## src/rtl/note_arbiter_pkg.sv

```systemverilog
// Shared types and constants for the two-source note arbiter.
package note_arb_pkg;

    typedef enum logic [1:0] {
        IDLE = 2'd0,
        PLAY = 2'd1,
        GAP  = 2'd2
    } state_e;

    localparam logic [7:0] SILENCE = 8'h00;

endpackage

```

## src/rtl/note_arbiter_mux.sv

```systemverilog
// Existing 2-to-1 8-bit note mux; purely combinational.
module Mux2_8b_RTL (
    input  logic [7:0] in0_i,
    input  logic [7:0] in1_i,
    input  logic       sel_i,
    output logic [7:0] out_o
);

    assign out_o = sel_i ? in1_i : in0_i;

endmodule

```

## src/rtl/note_arbiter.sv

```systemverilog
// Two-source note arbiter: grants one requester, plays its note for max(dur,1)
// cycles, then inserts GAP_CYCLES of silence. Define NOTE_ARB_RR_EN for round-robin ties.
module note_arbiter
    import note_arb_pkg::*;
#(
    parameter int DUR_W      = 8,
    parameter int GAP_CYCLES = 2
) (
    input  logic             clk,
    input  logic             reset,
    input  logic             req0,
    input  logic [7:0]       note0,
    input  logic [DUR_W-1:0] dur0,
    input  logic             req1,
    input  logic [7:0]       note1,
    input  logic [DUR_W-1:0] dur1,
    output logic             ack0,
    output logic             ack1,
    output logic             sel,
    output logic [7:0]       note_out,
    output logic             playing
);

    localparam int GAP_W = (GAP_CYCLES > 1) ? $clog2(GAP_CYCLES + 1) : 1;

    state_e           state_q, state_d;
    logic [DUR_W-1:0] cnt_q, cnt_d;
    logic [GAP_W-1:0] gap_q, gap_d;
    logic [7:0]       note_q, note_d;
    logic             sel_q, sel_d;
    logic             ack0_q, ack0_d;
    logic             ack1_q, ack1_d;
    logic             win;
    logic [7:0]       mux_note;

    // A zero duration still sounds for one cycle, so the counter never wraps.
    function automatic logic [DUR_W-1:0] clamp_dur(input logic [DUR_W-1:0] d);
        return (d == '0) ? DUR_W'(1) : d;
    endfunction

`ifdef NOTE_ARB_RR_EN
    logic last_q, last_d;

    always_comb begin
        win = (req0 && req1) ? ~last_q : req1;
    end
`else
    always_comb begin
        win = req1 & ~req0;
    end
`endif

    Mux2_8b_RTL u_mux (
        .in0_i (note0),
        .in1_i (note1),
        .sel_i (win),
        .out_o (mux_note)
    );

    always_ff @(posedge clk) begin
        if (reset) begin
            state_q <= IDLE;
            cnt_q   <= '0;
            gap_q   <= '0;
            note_q  <= SILENCE;
            sel_q   <= 1'b0;
            ack0_q  <= 1'b0;
            ack1_q  <= 1'b0;
`ifdef NOTE_ARB_RR_EN
            last_q  <= 1'b1;
`endif
        end else begin
            state_q <= state_d;
            cnt_q   <= cnt_d;
            gap_q   <= gap_d;
            note_q  <= note_d;
            sel_q   <= sel_d;
            ack0_q  <= ack0_d;
            ack1_q  <= ack1_d;
`ifdef NOTE_ARB_RR_EN
            last_q  <= last_d;
`endif
        end
    end

    always_comb begin
        state_d = state_q;
        cnt_d   = cnt_q;
        gap_d   = gap_q;
        note_d  = note_q;
        sel_d   = sel_q;
        ack0_d  = 1'b0;
        ack1_d  = 1'b0;
`ifdef NOTE_ARB_RR_EN
        last_d  = last_q;
`endif
        case (state_q)
            IDLE: begin
                if (req0 || req1) begin
                    state_d = PLAY;
                    note_d  = mux_note;
                    sel_d   = win;
                    ack0_d  = ~win;
                    ack1_d  = win;
                    cnt_d   = clamp_dur(win ? dur1 : dur0);
`ifdef NOTE_ARB_RR_EN
                    last_d  = win;
`endif
                end
            end
            PLAY: begin
                if (cnt_q <= DUR_W'(1)) begin
                    note_d = SILENCE;
                    cnt_d  = '0;
                    if (GAP_CYCLES == 0) begin
                        state_d = IDLE;
                    end else begin
                        state_d = GAP;
                        gap_d   = GAP_W'(GAP_CYCLES);
                    end
                end else begin
                    cnt_d = cnt_q - DUR_W'(1);
                end
            end
            GAP: begin
                if (gap_q <= GAP_W'(1)) begin
                    state_d = IDLE;
                    gap_d   = '0;
                end else begin
                    gap_d = gap_q - GAP_W'(1);
                end
            end
            default: begin
                state_d = IDLE;
            end
        endcase
    end

    always_comb begin
        ack0     = ack0_q;
        ack1     = ack1_q;
        sel      = sel_q;
        note_out = note_q;
        playing  = (state_q == PLAY);
    end

endmodule

```

## config.mk

```make
export PLATFORM = sky130hd
export DESIGN_NAME = note_arbiter
export DESIGN_NICKNAME = d
export VERILOG_FILES = /design/src/rtl/note_arbiter_pkg.sv /design/src/rtl/note_arbiter_mux.sv /design/src/rtl/note_arbiter.sv
export SDC_FILE = /design/constraint.sdc
export NUM_CORES = 1
export LEC_CHECK = 0
export ABC_AREA = 1
export CAP_MARGIN = 0
export CORE_ASPECT_RATIO = 1.4
export CORE_UTILIZATION = 30
export CTS_CLUSTER_DIAMETER = 60
export DETAILED_ROUTE_END_ITERATION = 8
export GPL_ROUTABILITY_DRIVEN = 1
export GPL_TIMING_DRIVEN = 0
export PLACE_DENSITY = 0.68
export SYNTH_ARGS = -nofsm -noshare
export SYNTH_HDL_FRONTEND = slang
export SYNTH_SLANG_ARGS = --single-unit
```

## constraint.sdc

```tcl
create_clock -name clk -period 1.6 [get_ports clk]
set_input_delay 0.24 -clock clk [delete_from_list [all_inputs] [get_ports clk]]
set_output_delay 0.24 -clock clk [all_outputs]
set_load 0.05 [all_outputs]
```

==> results.json, run 1 <==
{
  "routed_via_density": 4.88,
  "diodes": 0,
  "outcome": "completed",
  "synthesis.area_sq_um": 1470,
  "wl_per_cell_microns": 12.9,
  "io_buffers": 46,
  "cts_hold_buf": 0,
  "whs_path_depth": 4,
  "reg2reg_from": "state_q[1]",
  "end_kind": "flop",
  "max_cap_viol_count": 0,
  "cts_tree": "yes",
  "die-area_sq_um": 5180,
  "arrival_ns": 1.67,
  "hold_class": "in2reg",
  "dp_hpwl_microns": 2980,
  "powerDensity_nw_per_um2": 1790,
  "ff2ff_setup_slack_ns": 0.09,
  "crit_fanout": 7,
  "dr_total_vias": 1582,
  "die_h_microns": 84.8,
  "setup_ws_ns": 0.0876,
  "clockBufferDepth": 2,
  "grt-ovfl-total": 0,
  "grt_usage_pct": 16.7,
  "holdWs_ns": 0.406,
  "worst_slew_pin_slew_ns": 0.537,
  "hold_viol_final": 0,
  "max_freq_mhz": 661,
  "tns_ns": 0,
  "ys_seq_area_share_pct": 31.3,
  "gp_congestion": 0.840,
  "drc_errors": 0,
  "wl_microns": 4160,
  "worstSkewPairLatency_ns": 0.27,
  "start_kind": "flop",
  "syn_inst": 209,
  "utilization_pct": 46.6,
  "hold_end": "sel",
  "synthesis.nets": 251,
  "drive_gt1_share_pct": 14.1,
  "instances_no_fill": 324,
  "clkTransAtPathRegs_ns": 0.09,
  "die_x_microns": 61.1,
  "coreArea_sq_um": 4610,
  "clock_sinks": 23,
  "finalNetCount": 305,
  "multi_input_area_sq_um": 902,
  "seq_area_sq_um": 464,
  "worstRegToRegCells": 8,
  "h-tree-depth": 1,
  "pre_cts_slack_ns": -0.169,
  "antenna_found_initial": 0,
  "fin_crit_sh_pct": 94.5,
  "drt_pass1_iterations": 4,
  "ys_seq_elements": 23,
  "timing.rr.end": "cnt_q[2]",
  "cts-root-buf": "clkbuf_8",
  "final_max_slew_viol_count": 0,
  "ir_drop_uv": 693,
  "syn2layout_area_growth_pct": 46.2,
  "grt_pass1_wl_microns": 6640,
  "grt_pass1_vias": 1537,
  "grt_max_degree": 14,
  "ioPinCount": 48,
  "fin_skew_ns": 0.00316,
  "drt_iter0_drc": 55,
  "setup_violations": 0,
  "required_ns": 1.76,
  "fillers": 483,
  "ys_warn_count": 0,
  "ys_types": 33,
  "post-route-min-period_ns": 1.51,
  "antenna_left": 0,
  "maxSlewHeadroom_pct": 64.4,
  "hp-start": "req1",
  "leakagePower_nw": 0.996,
  "start_util_pct": 31.9,
  "avgSynthCellArea_sq_um": 7.03,
  "critPathKind": "reg2reg",
  "rows": 29,
  "numCtsBuffers": 3,
  "dp_cells": 317
}
[routing by layer]
metal	vias up	GRT usage [%]	wire, microns
met5	-	0	0
met4	0	9.30	94
met3	8	1.39	93
met2	35	27.7	2210
met1	741	20.4	1770
li1	798	-	-
[flip-flops by register name, indices dropped and copies added, names as in the netlist]
register / count
ack1: 1
ack0: 1
cnt_q: 8
gap_q: 2
state_q: 2
sel: 1
note_out: 8
[timing repair]
| action | in CTS | in global routing |
|---|---|---|
| buffers inserted | 0 | 1 |
| cloned | 0 | 2 |
| resized for setup | 19 | 17 |
| setup endpoints to repair | 13 | 19 |
| hold endpoints to repair | 0 | 0 |
| pin swaps | 0 | 3 |
[report_power, final]
part           internal, W  switching (W)
clock network     0.000174       0.000197
logic             0.000989        0.00153
registers         0.000790       0.000157
[final cells by class]
type,count,area share [%]
clock buffers,3,1.92
flip-flops and latches,23,21.6
clock inverters,1,0.233
inverters,26,4.78
plain buffers,9,3.38
well taps,62,3.61
repair buffers,49,22.4
multi-input cells,151,42.0
[layout by cell type, fill, tap and decap left out, drive strengths merged, types with 7 or more instances in the layout]
cell type      count
inv               26
o21ai             16
nor2              30
a21oi             21
buf                9
dfxtp             23
clkdlybuf4s50     33
nand3              8
nand2             41
o2111ai            8
dlygate4sd2       11
clkbuf             7
[worst max path at each step]
stage               start  cells past startpoint  slack [ns]  endpoint
6_report       state_q[1]                      8        0.09  cnt_q[2]
3_3_place_gp         req0                      8       -0.17  cnt_q[0]
2_1_floorplan  state_q[1]                      8       0.004  cnt_q[7]
5_1_grt        state_q[1]                      8       -0.01  cnt_q[4]
4_1_cts        state_q[1]                      8        0.02  cnt_q[2]
3_5_place_dp   state_q[1]                      3       -0.17   playing
[cell usage after synthesis]
library cell / number / share of area, %
o21ai_1: 2 / 0.68
a31oi_1: 4 / 1.7
buf_4: 3 / 1.5
nand2_1: 36 / 9.2
ha_1: 6 / 5.1
nand2_4: 1 / 0.77
nand3b_1: 3 / 1.5
o21ai_4: 1 / 1.1
or2_0: 3 / 1.3
xor2_1: 4 / 2.4
clkbuf_1: 3 / 0.77
nor2_2: 2 / 0.85
nand2_8: 1 / 1.4
nand2_2: 3 / 1.3
o21ai_0: 12 / 4.1
o21ai_2: 1 / 0.60
inv_4: 1 / 0.43
a21oi_1: 20 / 6.8
buf_2: 1 / 0.34
inv_1: 22 / 5.6
dfxtp_1: 23 / 31
a21o_1: 1 / 0.51
nor3_1: 2 / 0.68
a21oi_2: 1 / 0.60
mux2i_1: 1 / 0.68
nand4_1: 1 / 0.43
o2111ai_1: 8 / 4.8
nor2_1: 28 / 7.2
nand4_2: 1 / 0.85
o21a_1: 1 / 0.51
inv_2: 3 / 0.77
nand3_1: 8 / 2.7
buf_6: 2 / 1.5
[metrics by stage]
step	total power (W)	area, sq um
2_1_floorplan	0.00257	1470
3_3_place_gp	0.00314	2010
3_5_place_dp	0.00317	2010
4_1_cts	0.00349	2040
5_1_grt	0.00414	2150
6_report	0.00384	2150
[kinds of logic after synthesis]
group | count (synthesis) | share of synthesized area (%)
xor gates and xnor gates | 4 | 2.38
and+or+nand+nor | 89 | 28.1
adders and majority gates | 6 | 5.11
DFF | 23 | 31.3
AOI/OAI and AO/OA | 51 | 21.4
muxes | 1 | 0.681
buffers and inverters | 35 | 11.0
[worst max-delay path, stage by stage, from the launching register on]
cell and delay [ns]:
dfxtp_1 0.33, inv_2 0.12, ha_4 0.19, inv_2 0.09, o21ai_4 0.20, buf_6 0.15, inv_2 0.07, a31oi_1 0.18
a21oi_1 0.09
No activity file was read; power rests on OpenSTA's default activity.
==> run 2, diff against run 1 <==
Settings changed: GPL_TIMING_DRIVEN 0 to not set.
==> results.json, run 2 (synthesis gave the netlist of run 1 again) <==
{
  "outcome": "completed",
  "setup_violations": 0,
  "antenna_found_initial": 0,
  "cts_tree": "yes",
  "io_buffers": 47,
  "clockBufferDepth": 2,
  "path_cells": "inv_1 -> ha_2 -> buf_4 -> buf_12",
  "dp_hpwl_microns": 3080,
  "hold_class": "reg2reg",
  "end_kind": "output pin",
  "ioPinCount": 48,
  "antenna_left": 0,
  "diodes": 0,
  "fin_crit_sh_pct": 95.4,
  "wl_microns": 4230,
  "grt_usage_pct": 16.8,
  "fillers": 476,
  "max_freq_mhz": 655,
  "drt_iter0_drc": 39,
  "slowest_delay_ns": 0.32,
  "arrival_ns": 1.29,
  "rsz0062_at_grt": "no",
  "critPathKind": "reg2out",
  "final_common_cell": "nand2_1",
  "die_h_microns": 84.8,
  "cp_num_buf_inv": 3,
  "maxSlewHeadroom_pct": 78.4,
  "powerDensity_nw_per_um2": 1780,
  "post-route-min-period_ns": 1.53,
  "die-area_sq_um": 5180,
  "wl_per_cell_microns": 12.5,
  "drive_gt1_share_pct": 22.7,
  "utilization_pct": 48.4,
  "cp_top_family": "buffers and inverters",
  "ir_drop_uv": 1090,
  "crit_fanout": 14,
  "coreArea_sq_um": 4610,
  "start_kind": "flop",
  "grt-ovfl-total": 0,
  "mostFrequentLayoutCells": "nand2_1 (36), clkdlybuf4s50_1 (34), buf_4 (33)",
  "max_cap_viol_count": 0,
  "worstSkewPairLatency_ns": 0.27,
  "grt_pass1_vias": 1506,
  "grt_pass1_wl_microns": 6620,
  "leakagePower_nw": 1.03,
  "tns_ns": 0,
  "h-tree-depth": 1,
  "fin_skew_ns": 0.00298,
  "drc_errors": 0,
  "clock_sinks": 23,
  "clkTransAtPathRegs_ns": 0.09,
  "required_ns": 1.36,
  "start_util_pct": 31.9,
  "crit_slowest_cell": "dfxtp_1",
  "routed_via_density": 4.72,
  "grt_max_degree": 14,
  "final_max_slew_viol_count": 0,
  "rows": 29,
  "dr_total_vias": 1599,
  "die_x_microns": 61.1,
  "syn2layout_area_growth_pct": 51.7,
  "hold_viol_final": 0,
  "drt_pass1_iterations": 4,
  "gp_congestion": 0.794,
  "numCtsBuffers": 3,
  "cts-root-buf": "clkbuf_8",
  "finalNetCount": 320,
  "worst_slew_pin_slew_ns": 0.324
}
[run 2: cell count changes in the layout (fill, tap and decap cells not counted), sizes merged]
cell           before  now
clkbuf              7    3
clkdlybuf4s50      33   34
nand2              41   42
dlygate4sd2        11    0
buf                 9   36
o21ai              16   17
[run 2: final timing paths]
| path | endpoint | cells after the start | startpoint | slack [ns] |
|---|---|---|---|---|
| setup / recovery | playing | 4 | state_q[1] | 0.07 |
| hold / removal | note_out[3] | 2 | note_out[3] | 0.47 |
| setup reg to reg | gap_q[1] | 8 | cnt_q[0] | 0.09 |
| hold reg to reg | note_out[3] | 2 | note_out[3] | 0.47 |
[run 2: cell type report]
| type | count | area [sq um] | share of cell area, % |
|---|---|---|---|
| inverter | 26 | 100 | 4.49 |
| timing repair buffer | 71 | 661 | 29.6 |
| sequential | 23 | 462 | 20.7 |
| tap | 62 | 77.6 | 3.48 |
| multi-input combinational | 153 | 882 | 39.6 |
| clock inverter | 1 | 5.00 | 0.225 |
| clock buffer | 3 | 41.3 | 1.85 |
[run 2: what timing repair did]
| action | 4_1_cts | 5_1_grt |
|---|---|---|
| setup buffers | 2 | 3 |
| pin swaps | 1 | 2 |
| gates cloned | 0 | 2 |
| hold buffers | 0 | 0 |
| gates resized for setup | 2 | 10 |
| setup endpoints to repair | 8 | 19 |
[run 2: metrics by stage]
stage | hold slack, ns | std cells | total power [W] | setup slack [ns] | area (sq um)
floorplan | 0.319 | 209 | 0.00257 | 0.00402 | 1470
global placement | 0.458 | 328 | 0.00325 | -0.0981 | 2100
detailed placement | 0.467 | 328 | 0.00327 | -0.117 | 2100
CTS | 0.481 | 334 | 0.00378 | 0.0210 | 2180
global route | 0.500 | 339 | 0.00429 | 0.00102 | 2230
finish | 0.474 | 339 | 0.00398 | 0.0733 | 2230
[run 2: layer usage]
layer	global-route usage, %	wire (microns)
met1	21.3	1760
met2	29.0	2260
met3	1.85	143
met4	4.96	59
met5	0	0
[run 2: report_power, final]
part	internal, W	switching [W]	leakage [nW]
clock	0.000174	0.000205	0.0255
combinational	0.00111	0.00154	0.816
sequential	0.000787	0.000162	0.190
total	0.00207	0.00191	1.03
[run 2: tightest hold or removal path, stage by stage (launching register included)]
cell and delay (ns):
dfxtp_1 0.32, nand2_1 0.06, a21oi_1 0.05
==> RTL edit 1, RTL diff (settings of run 1) <==
Add a define of `NOTE_ARB_RR_EN`.
--- a/src/rtl/note_arbiter.sv
+++ b/src/rtl/note_arbiter.sv
@@ -1,5 +1,7 @@
 // Two-source note arbiter: grants one requester, plays its note for max(dur,1)
 // cycles, then inserts GAP_CYCLES of silence. Define NOTE_ARB_RR_EN for round-robin ties.
+`define NOTE_ARB_RR_EN
+
 module note_arbiter
     import note_arb_pkg::*;
 #(
Formal check against the unedited RTL: not equivalent (a bounded check fails within 10 cycles, from zero or initial values and one cycle with reset high).
==> RTL edit 1 against run 1 <==
Design area increased by 7.1%; sequential cell count increased by 1; count of clock-buffer cells in the layout unchanged; critical path type unchanged; area after synthesis increased by 4.4%; worst hold slack got worse by 64 ps; setup slack got worse by 41 ps; maximum frequency decreased by 2.6%; power increased by 16%; routed wire length decreased by 5.8%.
==> RTL edit 1: results (changes against run 1) <==
Placement
  – Post-Place Setup Slack: -225 ps (-55.3 ps)
  – GPL Wtd Cong: 0.828 (-1.4%)
  – Placed instance area: 2090 um2 (+3.9%)

Timing
  – Final period utilization: 97.1% (+2.6 points)
  – Setup Skew: 8.25 ps (+5.09 ps)
  – Slew headroom: 66.2% (+1.8 points)

Critical path
  – Top fanout value on the critical path: 5 (-2)
  – R2r startpoint: state_q[0]$_SDFFE_PP0P_
  – R2r setup slk: 50 ps (-40 ps)

Synthesis
  – Syn Nets: 270 (+7.6%)
  – Register area share after synthesis: 31.3% (about the same)
  – Post-synth cell types: 27 (-18%)
  – Area contributors post-synth: dfxtp_1 31%, nand2_1 9.8%, nor2_1 9.5%
  – Synth Instances: 228 (+9.1%)

Finish
  – Nets: 331 (+8.5%)
  – Reg area: 485 um2 (+4.6%)
  – Non-Filler Instances: 352 (+8.6%)
  – Share of post-route cells with drive strength above 1: 18.4% (+4.3 points)

Routing
  – Routed WL: 3920 um (-5.8%)
  – Vias per cell: 4.57 (-6.3%)
  – Met1 wire length: 1650 um (-6.8%)
  – Initial drt markers: 43 (-22%)

Global routing
  – Vias in the first global route: 1418 (-7.7%)
  – Total track usage: 13.8% (-2.9 points)
  – Met2 global-route usage: 25.4% (-2.3 points)

Power and ir drop
  – Power density cells: 1940 nW/um2 (+8.3%)

Outcome
  – Status: completed
[RTL edit 1: cell types whose count changed in the layout (fill, tap and decap cells not counted), moves of 5 or more]
| cell | change |
|---|---|
| buf_4 | +5 |
| o21ai_1 | +15 |
| o2111ai_1 | -8 |
| inv_1 | +5 |
| a21oi_1 | -11 |
| nor2_1 | +11 |
[RTL edit 1: cells by family (layout without fill, tap and decap cells)]
family,Yosys count,in the layout,synth area share (%)
AOI/OAI and AO/OA,48,48,17.5
adders and majority gates,6,6,4.89
DFF,24,24,31.3
muxes,1,1,0.653
and+or+nand+nor,107,107,31.7
buffers and inverters,38,98,11.6
xor gates and xnor gates,4,4,2.28
[RTL edit 1: final cells by class]
| type | instances | share of cell area, % |
|---|---|---|
| buffer | 8 | 2.99 |
| clock buffer | 3 | 1.80 |
| clock inverter | 1 | 1.31 |
| inverter | 29 | 4.84 |
| multi-input combinational | 166 | 41.3 |
| sequential | 24 | 21.1 |
| tap | 64 | 3.48 |
| timing repair buffer | 57 | 23.1 |
==> RTL edit 2, RTL diff (flow settings as in run 1) <==
Made on the original files. The 3 states of `state_e` get a one-hot encoding in 3 bits.
--- a/src/rtl/note_arbiter_pkg.sv
+++ b/src/rtl/note_arbiter_pkg.sv
@@ -1,10 +1,10 @@
 // Shared types and constants for the two-source note arbiter.
 package note_arb_pkg;
 
-    typedef enum logic [1:0] {
-        IDLE = 2'd0,
-        PLAY = 2'd1,
-        GAP  = 2'd2
+    typedef enum logic [2:0] {
+        IDLE = 3'b001,
+        PLAY = 3'b010,
+        GAP  = 3'b100
     } state_e;
 
     localparam logic [7:0] SILENCE = 8'h00;
Function: same outputs for any inputs over 10 cycles, from zero or initial values and one cycle with reset high; not proved beyond that.
==> RTL edit 2 against run 1 <==
Sequential cell count up 1; combinational power fell by 42%; design area is 1.7% lower; routed wire length down 12%; area after synthesis decreased by 2.0%; setup slack lost 16 ps; power down 25%; final cell count shrank 0.62%; critical path type is now primary input to flip-flop.
==> RTL edit 2: results (changes against run 1) <==
Synthesis
  – Mux share of post-synthesis cell area: 4.17% (+3.5 points)
  – Post-Synth Adder-Cell Area: 1.74% (-3.4 points)
  – Xor-xnor portion of the synthesized cell area: 2.43% (+0.050 points)
  – Register area share after synthesis: 33.4% (+2.0 points)
  – Post-synth top cells: 43 x nand2_1, 31 x inv_1, 24 x dfxtp_1, 18 x nand3_1
  – Compound-gate portion of the synthesized area: 15.7% (-5.6 points)
  – Area contributors post-synth: dfxtp_1 33%, nand2_1 11%, inv_1 8.1%
  – Syn Nets: 243 (-3.2%)
  – Post-synth cell types: 35 (+6.1%)

Global routing
  – Total track usage: 15.8% (-0.92 points)
  – Met2 global-route usage: 28.5% (+0.80 points)
  – First-pass GRT wire length: 6210 um (-6.4%)
  – M3 GR Usage: 1.40% (+0.0086 points)
  – GR Util met1: 18.0% (-2.4 points)
  – Largest net degree at the start of global routing: 15 (+1)
  – Vias in the first global route: 1435 (-6.6%)
  – Antenna violations before repair: 0 (unchanged)

CTS
  – Postcts setup bufs: 3 (+3)
  – CTS-repair resized insts: 21 (+2)
  – H-tree Lvls: 1 (unchanged)

Power and ir drop
  – Max VDD drop: 0.416 mV (-40%)
  – Static Leak: 1.03 nW (+3.4%)

Routing
  – Length of routed met2 wiring: 1880 um (-15%)
  – Met3 WL: 144 um (+55%)
  – Max layer used: met4
  – Vias per cell: 4.60 (-5.9%)
  – Drt first pass iters: 5 (+1)
  – Routed WL: 3680 um (-12%)

Timing
  – Setup Skew: 0.744 ps (-2.42 ps)
  – Worst-margin pin slew: 509 ps (-28.0 ps)

Outcome
  – Status: completed

Critical path
  – Crit path max-delay family: buffers and inverters
  – Top fanout value on the critical path: 10 (+3)
  – Crit-path max cell delay: 470 ps (+140 ps)
  – Worst path arrival time: 1690 ps (+20 ps)
  – Max stage delay cell, worst path: clkdlybuf4s50_1

Placement
  – GPL Wtd Cong: 0.858 (+2.1%)
  – Post-Place Setup Slack: -385 ps (-216 ps)
  – Post-DP HPWL: 2790 um (-6.3%)

Finish
  – # fillers: 498 (+3.1%)
  – Nets: 299 (-2.0%)
  – Share of post-route cells with drive strength above 1: 13.8% (-0.28 points)

Worst hold path
  – Worst hold-check path type: flip-flop to flip-flop
## RTL edit 2: changes by cell type after synthesis, moves of 4 or more
cell | before | now
o2111ai_1 | 8 | 1
nor2_1 | 28 | 13
nand3_1 | 8 | 18
ha_1 | 6 | 2
a21oi_1 | 20 | 8
o21bai_1 | 0 | 5
mux2i_1 | 1 | 6
nand2_1 | 36 | 43
inv_1 | 22 | 31
## RTL edit 2: area by class of cell
type | count | area (um2) | share of cell area (%)
clock buffer | 3 | 41.3 | 1.96
multi-input combinational | 142 | 823 | 39.0
sequential | 24 | 485 | 23.0
buffer | 3 | 20.0 | 0.949
timing repair buffer | 51 | 484 | 23.0
clock inverter | 1 | 30.0 | 1.42
inverter | 36 | 148 | 7.00
tap | 62 | 77.6 | 3.68
## RTL edit 2: through the flow
stage	util, %	instances	setup TNS, ps	total power, W	cell area, um2
global placement	43.3	313	-3850	0.00224	1980
finish	46.1	322	0	0.00288	2110
floorplan	-	205	-887	0.00187	1440
detailed placement	43.3	313	-4130	0.00226	1980
CTS	45.4	320	0	0.00280	2080
global route	46.1	322	0	0.00306	2110
## RTL edit 2: worst paths after layout
check / startpoint / to / slack (ps) / depth (start not counted)
setup / recovery: req0 / cnt_q[0]$_SDFFE_PP0P_ / 70 / 8
setup reg to reg: cnt_q[2]$_SDFFE_PP0P_ / note_out[0]$_SDFFE_PP0P_ / 110 / 8
hold / removal: gap_q[0]$_SDFFE_PP0P_ / gap_q[0]$_SDFFE_PP0P_ / 460 / 1
hold reg to reg: gap_q[0]$_SDFFE_PP0P_ / gap_q[0]$_SDFFE_PP0P_ / 460 / 1
## RTL edit 2: report_power, final
part	internal (W)	total, W	switching, W
clock	0.000335	0.000541	0.000206
sequential	0.000758	0.000867	0.000109
combinational	0.000555	0.00147	0.000914
